## src/rtl/uart_pkg.sv

```systemverilog
// Shared UART definitions: default bit timing, data width and receiver FSM states.
package uart_pkg;

  localparam int CYCLES_PER_BIT_DEFAULT = 625;  // 6 MHz / 9600 baud
  localparam int DATA_BITS              = 8;

  typedef enum logic [2:0] {
    IDLE,
    START,
    DATA,
    STOP,
    WAIT_HIGH
  } rx_state_t;

endpackage

```

## src/rtl/sync_2ff.sv

```systemverilog
// Two-flop synchroniser for asynchronous pin inputs; RESET_VAL sets the idle level.
module sync_2ff #(
  parameter int               WIDTH     = 1,
  parameter logic [WIDTH-1:0] RESET_VAL = '1
) (
  input  logic             clock,
  input  logic             reset_n,
  input  logic [WIDTH-1:0] d,
  output logic [WIDTH-1:0] q
);

  logic [WIDTH-1:0] meta_reg;
  logic [WIDTH-1:0] q_reg;

  always_ff @(posedge clock or negedge reset_n) begin
    if (!reset_n) begin
      meta_reg <= RESET_VAL;
      q_reg    <= RESET_VAL;
    end else begin
      meta_reg <= d;
      q_reg    <= meta_reg;
    end
  end

  assign q = q_reg;

endmodule

```

## src/rtl/serial_receiver.sv

```systemverilog
// 8N1 UART receiver with valid/ready byte delivery, framing-error and overrun pulses.
// Define SERIAL_RX_MAJORITY_VOTE_EN for 2-of-3 majority sampling around each sample point.
module serial_receiver
  import uart_pkg::*;
#(
  parameter int CYCLES_PER_BIT = CYCLES_PER_BIT_DEFAULT,
  parameter int HALF_BIT       = CYCLES_PER_BIT / 2
) (
  input  logic       clock,
  input  logic       reset_n,
  input  logic       serial_rx,
  output logic [7:0] rx_data,
  output logic       rx_valid,
  input  logic       rx_ready,
  output logic       rx_framing_error,
  output logic       rx_overrun
);

`ifdef SERIAL_RX_MAJORITY_VOTE_EN
  // Decision is taken one cycle late, so the counter must reach CYCLES_PER_BIT+1.
  localparam int TICK_W     = $clog2(CYCLES_PER_BIT + 2);
  localparam int SAMPLE_OFS = 1;
`else
  localparam int TICK_W     = $clog2(CYCLES_PER_BIT + 1);
  localparam int SAMPLE_OFS = 0;
`endif
  localparam logic [TICK_W-1:0] TICK_RESTART = TICK_W'(SAMPLE_OFS);
  localparam logic [TICK_W-1:0] START_AT     = TICK_W'(HALF_BIT + SAMPLE_OFS);
  localparam logic [TICK_W-1:0] BIT_AT       = TICK_W'(CYCLES_PER_BIT + SAMPLE_OFS);
  localparam int                IDX_W        = $clog2(DATA_BITS);
  localparam logic [IDX_W-1:0]  LAST_IDX     = IDX_W'(DATA_BITS - 1);

  logic                 rx_s;
  logic                 sample_bit;
  rx_state_t            state_reg;
  logic [TICK_W-1:0]    tick_reg;
  logic [IDX_W-1:0]     bit_idx_reg;
  logic [DATA_BITS-1:0] shift_reg;
  logic [7:0]           rx_data_reg;
  logic                 rx_valid_reg;
  logic                 framing_error_reg;
  logic                 overrun_reg;

  sync_2ff #(
    .WIDTH     (1),
    .RESET_VAL (1'b1)
  ) u_rx_sync (
    .clock   (clock),
    .reset_n (reset_n),
    .d       (serial_rx),
    .q       (rx_s)
  );

`ifdef SERIAL_RX_MAJORITY_VOTE_EN
  // hist_reg[0] is rx_s at tick, hist_reg[1] at tick-1; rx_s itself is tick+1.
  logic [1:0] hist_reg;

  always_ff @(posedge clock or negedge reset_n) begin
    if (!reset_n) begin
      hist_reg <= 2'b11;
    end else begin
      hist_reg <= {hist_reg[0], rx_s};
    end
  end

  assign sample_bit = (rx_s & hist_reg[0]) | (rx_s & hist_reg[1]) | (hist_reg[0] & hist_reg[1]);
`else
  assign sample_bit = rx_s;
`endif

  always_ff @(posedge clock or negedge reset_n) begin
    if (!reset_n) begin
      state_reg         <= IDLE;
      tick_reg          <= '0;
      bit_idx_reg       <= '0;
      shift_reg         <= '0;
      rx_data_reg       <= '0;
      rx_valid_reg      <= 1'b0;
      framing_error_reg <= 1'b0;
      overrun_reg       <= 1'b0;
    end else begin
      framing_error_reg <= 1'b0;
      overrun_reg       <= 1'b0;
      if (rx_valid_reg && rx_ready) begin
        rx_valid_reg <= 1'b0;
      end

      case (state_reg)
        IDLE: begin
          tick_reg    <= '0;
          bit_idx_reg <= '0;
          if (!rx_s) begin
            state_reg <= START;
          end
        end
        START: begin
          if (tick_reg == START_AT) begin
            if (!sample_bit) begin
              state_reg   <= DATA;
              bit_idx_reg <= '0;
              tick_reg    <= TICK_RESTART;
            end else begin
              state_reg <= IDLE;
              tick_reg  <= '0;
            end
          end else begin
            tick_reg <= tick_reg + 1'b1;
          end
        end
        DATA: begin
          if (tick_reg == BIT_AT) begin
            shift_reg[bit_idx_reg] <= sample_bit;
            bit_idx_reg            <= bit_idx_reg + 1'b1;
            tick_reg               <= TICK_RESTART;
            if (bit_idx_reg == LAST_IDX) begin
              state_reg <= STOP;
            end
          end else begin
            tick_reg <= tick_reg + 1'b1;
          end
        end
        STOP: begin
          if (tick_reg == BIT_AT) begin
            tick_reg <= '0;
            if (sample_bit) begin
              state_reg <= IDLE;
              // A consume on this same edge frees the holding register for the new byte.
              if (!rx_valid_reg || rx_ready) begin
                rx_data_reg  <= shift_reg;
                rx_valid_reg <= 1'b1;
              end else begin
                overrun_reg <= 1'b1;
              end
            end else begin
              framing_error_reg <= 1'b1;
              state_reg         <= WAIT_HIGH;
            end
          end else begin
            tick_reg <= tick_reg + 1'b1;
          end
        end
        WAIT_HIGH: begin
          tick_reg <= '0;
          if (rx_s) begin
            state_reg <= IDLE;
          end
        end
        default: begin
          state_reg <= IDLE;
          tick_reg  <= '0;
        end
      endcase
    end
  end

  assign rx_data          = rx_data_reg;
  assign rx_valid         = rx_valid_reg;
  assign rx_framing_error = framing_error_reg;
  assign rx_overrun       = overrun_reg;

endmodule

```

## config.mk

```make
export PLATFORM = sky130hd
export DESIGN_NAME = serial_receiver
export DESIGN_NICKNAME = d
export VERILOG_FILES = /design/src/rtl/uart_pkg.sv /design/src/rtl/sync_2ff.sv /design/src/rtl/serial_receiver.sv
export SDC_FILE = /design/constraint.sdc
export NUM_CORES = 1
export LEC_CHECK = 0
export CORE_UTILIZATION = 57
export DETAILED_ROUTE_END_ITERATION = 16
export GPL_TIMING_DRIVEN = 0
export MAX_ROUTING_LAYER = met4
export PLACE_DENSITY = 0.88
export SKIP_CTS_REPAIR_TIMING = 1
export SYNTH_ARGS = -nofsm -noshare
export SYNTH_HDL_FRONTEND = slang
export SYNTH_HIERARCHICAL = 1
export SYNTH_SLANG_ARGS = --single-unit
```

## constraint.sdc

```tcl
create_clock -name clock -period 2.39 [get_ports clock]
set_clock_uncertainty 0.05 [all_clocks]
set_input_delay 0.717 -clock clock [delete_from_list [all_inputs] [get_ports clock]]
set_output_delay 0.717 -clock clock [all_outputs]
set_load 0.03 [all_outputs]
```

==> results of run 1 <==
per-layer routing:
layer,vias to the layer above,global-route usage (%),routed length [µm]
li1,579,-,-
met1,597,28.24,1448
met2,29,38.10,1689
met3,7,7.473,152
met4,0,9.864,57
met5,-,-,0
power by group through the flow:
stage	logic, mW	registers [mW]	clock network, mW
after floorplan	0.00330	0.642	0
after global placement	0.0206	0.642	0
after detailed placement	0.0206	0.642	0
after CTS	0.0207	0.630	0.362
after global routing	0.0240	0.630	0.384
final	0.0197	0.630	0.353
layout by cell type, fill, tap and decap left out, types with 2 or more instances in the layout:
master,n
nor2b_1,3
nor3b_1,2
buf_2,3
nand4_1,4
xnor2_1,4
ha_1,5
nor3_1,4
nand3_4,2
mux2_2,18
xor2_1,4
o21bai_1,2
clkbuf_1,2
nand2b_1,4
dfrtp_1,35
nor4_1,2
nand2_1,10
nand3b_1,3
nor2_1,22
clkdlybuf4s50_1,13
a22o_1,2
inv_1,3
nand3_1,2
clkbuf_4,5
dfstp_2,2
cell type report:
class / count / share of cell area, %
inverter: 3 / 0.5405
timing repair buffer: 14 / 6.486
multi-input combinational: 109 / 41.26
clock buffer: 6 / 2.462
buffer: 5 / 1.381
sequential: 37 / 44.56
tap: 44 / 2.643
clock inverter: 2 / 0.6607
kinds of logic (layout without fill, tap and decap cells):
group,Yosys count,count (layout),share of synthesized area [%]
and+or+nand+nor,68,68,23.75
DFF,37,37,50.79
muxes,18,18,11.09
AOI/OAI and AO/OA,10,10,4.928
xor gates and xnor gates,8,8,3.833
buffers and inverters,8,30,2.190
adders and majority gates,5,5,3.422
path summary, 6_finish.rpt:
kind | from | to | slack [ns] | cells after the start
worst max-delay path | rx_data[4]$_DFFE_PN0P_ | rx_data[4] | 0.22 | 1
worst min-delay path | u_rx_sync/meta_reg$_DFF_PN1_ | u_rx_sync/q$_DFF_PN1_ | 0.31 | 0
worst max register to register | tick_reg[1]$_DFF_PN0_ | shift_reg[1]$_DFFE_PN0P_ | 0.40 | 6
worst min register to register | u_rx_sync/meta_reg$_DFF_PN1_ | u_rx_sync/q$_DFF_PN1_ | 0.31 | 0
max in group asynchronous | reset_n | state_reg[0]$_DFFE_PN0P_ | 1.41 | 1
min in group asynchronous | reset_n | bit_idx_reg[2]$_DFFE_PN0P_ | 0.38 | 1
==> qor.csv, run 1 <==
stage,metric,value,unit
yosys,top cells by instance count after synthesis,"dfrtp_1, nor2_1, mux2_2",
grt,largest net degree at the start of global routing,38,
pwr,Power Density,481.4,nW/µm²
sta,Fin. Hold Viols,0,
sta,worst slew pin tran,0.7800,ns
layout,layout cells sized above 1,23.30,%
yosys,synthesis-stage register bit count,37,
place,I/O Buffers,14,
grt,first-pass GRT wire length,5.720,mm
yosys,Synth top area share,47.91,%
sta,worst hold margin,0.3058,ns
pwr,sequential cell fraction of total power,62.8,%
pwr,switching portion of total power,22.54,%
sta,endpoints failing setup,0,
sta,Setup TNS Final,0,ns
place,# placed instances,212,
yosys,biggest area consumer among synthesized cells,dfrtp_1,
worst_setup_path,crit-path cells,clkdlybuf4s50_1,
worst_setup_path,CP bufs+invs,1,
worst_setup_path,CP endpoint kind,output port,
sta,Tcrit/Tclk final,90.95,%
place,DP Wirelength,2.409,mm
pwr,Combinational Power Share,2.0,%
floorplan,Cell Rows,20,
floorplan,DIE AREA,3437,µm²
layout,Final Core Density,68.24,%
layout,multi-input logic area,859.6,µm²
yosys,Mapped Area,1828,µm²
clocking,CTS tree,built,
pwr,Int Power,0.7768,mW
clocking,clock sink count,37,
layout,nets,184,
sta,RSZ-0062 raised after global routing,no,
yosys,Async SR Flop Fraction,100.0,%
clocking,TritonCTS Buffers,5,
worst_setup_path,Worst EP required,1.62,ns
layout,max FFs per register,10,
clocking,clk_lat worst skew,0.36,ns
clocking,clock-pin slew on the worst setup and hold paths,0.12,ns
layout,filler instances,235,
sta,Slew headroom,48.00,%
worst_setup_path,WS Path Type,register to output port,
yosys,cell with the most instances after synthesis,dfrtp_1,
layout,Diodes inserted,0,
floorplan,core area,3053,µm²
sta,minimum clock period,2.174,ns
place,Placed Area,2018,µm²
clocking,CTS root buf,clkbuf_4,
detailed_routing,wire length per cell,15.21,µm
worst_setup_path,cell family with most CP delay,buffers and inverters,
clocking,H-tree depth,2,
grt,GRT Residual Overflow,0,
detailed_routing,via count,1212,
worst_hold_path,worst hold path class,register to register,
layout,FF/Latch Area,928.4,µm²
job,max_cap viols,0,
yosys,synth top area cells,"dfrtp_1, mux2_2, nor2_1",
worst_setup_path,startpoint types,register,
pwr,clock network power share,35.2,%
yosys,Main synth FF type,dfrtp_1,
grt,total global-route track usage,23.91,%
layout,area delta synth->final,13.96,%
detailed_routing,final WL,3.346,mm
floorplan,Initial Utilization,59.88,%
yosys,number of flops mapped to enable cells by yosys,0,
detailed_routing,Pre-antenna DRT Iters,5,
sta,fmax,460.1,MHz
yosys,Synthesized Nets,163,
worst_setup_path,peak fanout along the critical path,2,
yosys,Mean Syn Cell Area,11.87,µm²
outcome,outcome,completed,
yosys,sequential-to-total area share from yosys stat,50.79,%
worst_setup_path,CP Data Arrival Time,1.41,ns
floorplan,die height,58.63,µm
grt,initial antenna violation count,0,
layout,Finished Layout Cells,220,
layout,fin area,2083,µm²
detailed_routing,vias per cell,5.509,
worst_setup_path,CP max-delay cell,clkdlybuf4s50_1,
worst_setup_path,crit-path max cell delay,0.67,ns
detailed_routing,Starting DRT DRC Count,25,
yosys,Gate Count Post-Synth,154,
sta,post-route setup slack,0.2164,ns
clocking,Clock Tree Buf Depth,2,
detailed_routing,Post-route DRC,0,
pwr,peak supply drop,388.4,µV
place,routability cong.,0.9068,
floorplan,Die X-Extent,58.63,µm
floorplan,# IOs,15,
yosys,Yosys warnings,6,
yosys,Yosys cell types,39,
place,pre-CTS WS,0.3530,ns
pwr,Leak,0.9209,nW
detailed_routing,Antenna Nets Post-Route,0,
grt,vias in the first global route,1251,
pwr,Pwr Total,1.003,mW
sta,"Slew Viols, Final",0,
pwr,NetSw,0.2260,mW
(Power assumes the default switching activity.)
==> run 2, diff against run 1 <==
--- a/config.mk
+++ b/config.mk
@@ -5,6 +5,7 @@
 export SDC_FILE = /design/constraint.sdc
 export NUM_CORES = 1
 export LEC_CHECK = 0
+export ABC_AREA = 1
 export CORE_UTILIZATION = 57
 export DETAILED_ROUTE_END_ITERATION = 16
 export GPL_TIMING_DRIVEN = 0
==> constraint.sdc (replaced) <==
create_clock -name clock -period 2.3 [get_ports clock]
set_clock_uncertainty 0.05 [all_clocks]
set_input_delay 0.69 -clock clock [delete_from_list [all_inputs] [get_ports clock]]
set_output_delay 0.69 -clock clock [all_outputs]
set_load 0.03 [all_outputs]
==> qor.csv, run 2 <==
stage,metric,value,unit,change
place,routability cong.,0.9031,,was 0.9068
layout,max FFs per register,10,,unchanged
worst_setup_path,WS Path Type,register to output port,,unchanged
yosys,Async SR Flop Fraction,100.0,%,unchanged
clocking,CTS tree,built,,unchanged
worst_setup_path,cell family with most CP delay,buffers and inverters,,unchanged
yosys,Gate Count Post-Synth,232,,was 154
detailed_routing,vias per cell,4.889,,was 5.509
worst_setup_path,CP endpoint kind,output port,,unchanged
yosys,synth top area cells,"dfrtp_1, nand2_1, nor2_1",,"was dfrtp_1, mux2_2, nor2_1"
worst_setup_path,CP max-delay cell,clkdlybuf4s50_1,,unchanged
sta,endpoints failing setup,0,,unchanged
place,Placed Area,2088,µm²,was 2018 µm²
yosys,sequential-to-total area share from yosys stat,48.91,%,was 50.79%
clocking,Clock Tree Buf Depth,2,,unchanged
sta,Fin. Hold Viols,0,,unchanged
yosys,Yosys warnings,6,,unchanged
yosys,Mean Syn Cell Area,8.181,µm²,was 11.87 µm²
pwr,sequential cell fraction of total power,56.8,%,was 62.8%
worst_setup_path,peak fanout along the critical path,2,,unchanged
sta,"Slew Viols, Final",0,,unchanged
pwr,clock network power share,41.4,%,was 35.2%
worst_setup_path,RR Endpoint,tick_reg[7]$_DFF_PN0_,,was shift_reg[1]$_DFFE_PN0P_
worst_setup_path,worst r2r path cells,11,,was 6
detailed_routing,Starting DRT DRC Count,56,,was 25
detailed_routing,Antenna Nets Post-Route,0,,unchanged
detailed_routing,via count,1457,,"was 1,212"
worst_setup_path,internal reg-to-reg setup slack,0.71,ns,was 0.40 ns
detailed_routing,Post-route DRC,0,,unchanged
sta,Slew headroom,46.93,%,was 48.00%
worst_setup_path,crit-path max cell delay,0.68,ns,was 0.67 ns
worst_hold_path,Hold Path Cell Cnt,0,,unchanged
clocking,H-tree depth,2,,unchanged
floorplan,# IOs,15,,unchanged
sta,minimum clock period,2.122,ns,
worst_setup_path,Worst EP required,1.56,ns,was 1.62 ns
place,DP Wirelength,2.270,mm,was 2.409 mm
detailed_routing,Pre-antenna DRT Iters,4,,was 5
yosys,Mapped Area,1898,µm²,was 1828 µm²
layout,Final Core Density,70.16,%,was 68.24%
layout,layout cells sized above 1,12.20,%,was 23.30%
floorplan,core area,3103,µm²,was 3053 µm²
job,max_cap viols,0,,unchanged
pwr,Leak,1.060,nW,was 0.9209 nW
pwr,Int Power,0.9164,mW,was 0.7768 mW
grt,first-pass GRT wire length,5.423,mm,was 5.720 mm
worst_hold_path,Hold Path End,u_rx_sync/q$_DFF_PN1_,,unchanged
grt,largest net degree at the start of global routing,38,,unchanged
clocking,TritonCTS Buffers,5,,unchanged
outcome,outcome,completed,,unchanged
clocking,clock sink count,37,,unchanged
worst_hold_path,worst hold path class,register to register,,unchanged
yosys,Main synth FF type,dfrtp_1,,unchanged
pwr,Power Density,529.2,nW/µm²,was 481.4 nW/µm²
place,# placed instances,290,,was 212
grt,GRT Residual Overflow,0,,unchanged
clocking,CTS root buf,clkbuf_4,,unchanged
floorplan,die height,59.71,µm,was 58.63 µm
sta,Tcrit/Tclk final,92.26,%,
yosys,top cells by instance count after synthesis,"nand2_1, dfrtp_1, nor2_1",,"was dfrtp_1, nor2_1, mux2_2"
sta,post-route setup slack,0.1781,ns,was 0.2164 ns
pwr,Combinational Power Share,1.8,%,was 2.0%
floorplan,Die X-Extent,59.71,µm,was 58.63 µm
sta,worst slew pin tran,0.7960,ns,was 0.7800 ns
layout,nets,262,,was 184
layout,"commonest non-fill, non-tap cell in the layout",nand2_1,,was dfrtp_1
layout,area delta synth->final,14.70,%,was 13.96%
pwr,NetSw,0.2357,mW,was 0.2260 mW
grt,initial antenna violation count,0,,unchanged
worst_setup_path,crit-path cells,clkdlybuf4s50_1,,unchanged
worst_setup_path,startpoint types,register,,unchanged
worst_setup_path,CP Data Arrival Time,1.38,ns,was 1.41 ns
grt,vias in the first global route,1256,,"was 1,251"
clocking,clock-pin slew on the worst setup and hold paths,0.11,ns,was 0.12 ns
detailed_routing,wire length per cell,10.60,µm,was 15.21 µm
floorplan,Initial Utilization,61.17,%,was 59.88%
yosys,biggest area consumer among synthesized cells,dfrtp_1,,unchanged
yosys,synthesis-stage register bit count,37,,unchanged
place,pre-CTS WS,0.4392,ns,was 0.3530 ns
yosys,Synth top area share,46.14,%,was 47.91%
place,I/O Buffers,14,,unchanged
sta,RSZ-0062 raised after global routing,no,,unchanged
floorplan,Cell Rows,20,,unchanged
sta,fmax,471.3,MHz,
clocking,clk_lat worst skew,0.35,ns,was 0.36 ns
pwr,switching portion of total power,20.46,%,was 22.54%
yosys,Yosys cell types,30,,was 39
layout,Diodes inserted,0,,unchanged
yosys,cell with the most instances after synthesis,nand2_1,,was dfrtp_1
worst_setup_path,reg-to-reg startpoint,tick_reg[1]$_DFF_PN0_,,unchanged
layout,most frequent cells in the layout,"nand2_1, nor2_1, dfrtp_1, inv_1, nand3_1",,"was dfrtp_1, nor2_1, mux2_2, clkdlybuf4s50_1, nand2_1"
layout,Finished Layout Cells,298,,was 220
grt,total global-route track usage,21.40,%,was 23.91%
yosys,Synthesized Nets,241,,was 163
layout,fin area,2177,µm²,was 2083 µm²
yosys,number of flops mapped to enable cells by yosys,0,,unchanged
floorplan,DIE AREA,3565,µm²,was 3437 µm²
pwr,Pwr Total,1.152,mW,was 1.003 mW
worst_hold_path,Hold Startpoint,u_rx_sync/meta_reg$_DFF_PN1_,,unchanged
detailed_routing,final WL,3.160,mm,was 3.346 mm
worst_setup_path,CP bufs+invs,1,,unchanged
pwr,peak supply drop,387.8,µV,was 388.4 µV
run 2: cell count changes after synthesis, sizes merged, moves of 3 or more:
cell    before  now
o21ai        1    7
nand3        4   16
nor2        22   39
mux2        18    0
nand2       10   69
nand2b       4    1
inv          3   29
nor2b        3    0
run 2: kinds of logic after synthesis:
group,after synthesis,share of synthesized area [%]
xor+xnor,6,2.769
flops,37,48.91
fa+ha+maj,5,3.296
buf+inv,32,6.592
compound gates,9,2.637
simple gates,143,35.80
run 2: metrics by stage:
stage,TNS [ns],hold WS (ns)
2_1_floorplan,0,0.2952
3_3_place_gp,-9.870,0.2957
3_5_place_dp,0,0.3030
4_1_cts,0,0.3198
5_1_grt,0,0.3216
6_report,0,0.3170
run 2: layer usage:
| layer | vias up | GRT usage, % | routed length, µm |
|---|---|---|---|
| li1 | 769 | - | - |
| met4 | 0 | 7.973 | 21 |
| met5 | - | - | 0 |
| met3 | 2 | 5.844 | 110 |
| met2 | 31 | 32.06 | 1460 |
| met1 | 655 | 27.75 | 1567 |
run 2: cell type report:
cell class                 instances  area [µm²]
buffer                             3       13.76
clock buffer                       6       51.30
clock inverter                     2       37.54
fill                             250       925.9
inverter                          29       111.4
multi-input combinational        163       844.6
sequential                        37       928.4
tap                               44       55.05
timing repair buffer              14       135.1
run 2: worst max path at each step:
stage | start | to | slack (ns) | depth (start not counted)
floorplan | tick_reg[1]$_DFF_PN0_ | tick_reg[0]$_DFF_PN0_ | 0.85 | 11
global route | rx_valid$_DFF_PN0_ | rx_valid | 0.11 | 1
global placement | reset_n | rx_data[3]$_DFFE_PN0P_ | -0.28 | 1
finish | rx_valid$_DFF_PN0_ | rx_valid | 0.18 | 1
CTS | rx_valid$_DFF_PN0_ | rx_valid | 0.15 | 1
detailed placement | rx_ready | rx_data[5]$_DFFE_PN0P_ | 0.44 | 7
run 2: power groups by stage:
stage | clock [mW] | sequential (mW) | combinational (mW)
global placement | 0 | 0.667 | 0.0226
floorplan | 0 | 0.667 | 0.00436
finish | 0.477 | 0.654 | 0.0211
CTS | 0.490 | 0.655 | 0.0222
detailed placement | 0 | 0.667 | 0.0221
global route | 0.517 | 0.655 | 0.0246
==> run 3, diff against run 2 <==
--- a/config.mk
+++ b/config.mk
@@ -5,7 +5,6 @@
 export SDC_FILE = /design/constraint.sdc
 export NUM_CORES = 1
 export LEC_CHECK = 0
-export ABC_AREA = 1
 export CORE_UTILIZATION = 57
 export DETAILED_ROUTE_END_ITERATION = 16
 export GPL_TIMING_DRIVEN = 0
==> results of run 3 <==
The final DEF is identical to that of run 1. Status: completed.
Main changes from that run: setup slack after placement 0.3530 ns -> 0.2900 ns; setup slack after layout 0.2164 ns -> 0.1534 ns; register-to-register setup slack 0.40 ns -> 0.31 ns; total power 1.003 mW -> 1.042 mW; worst IR drop on VDD 388.4 µV -> 403.6 µV
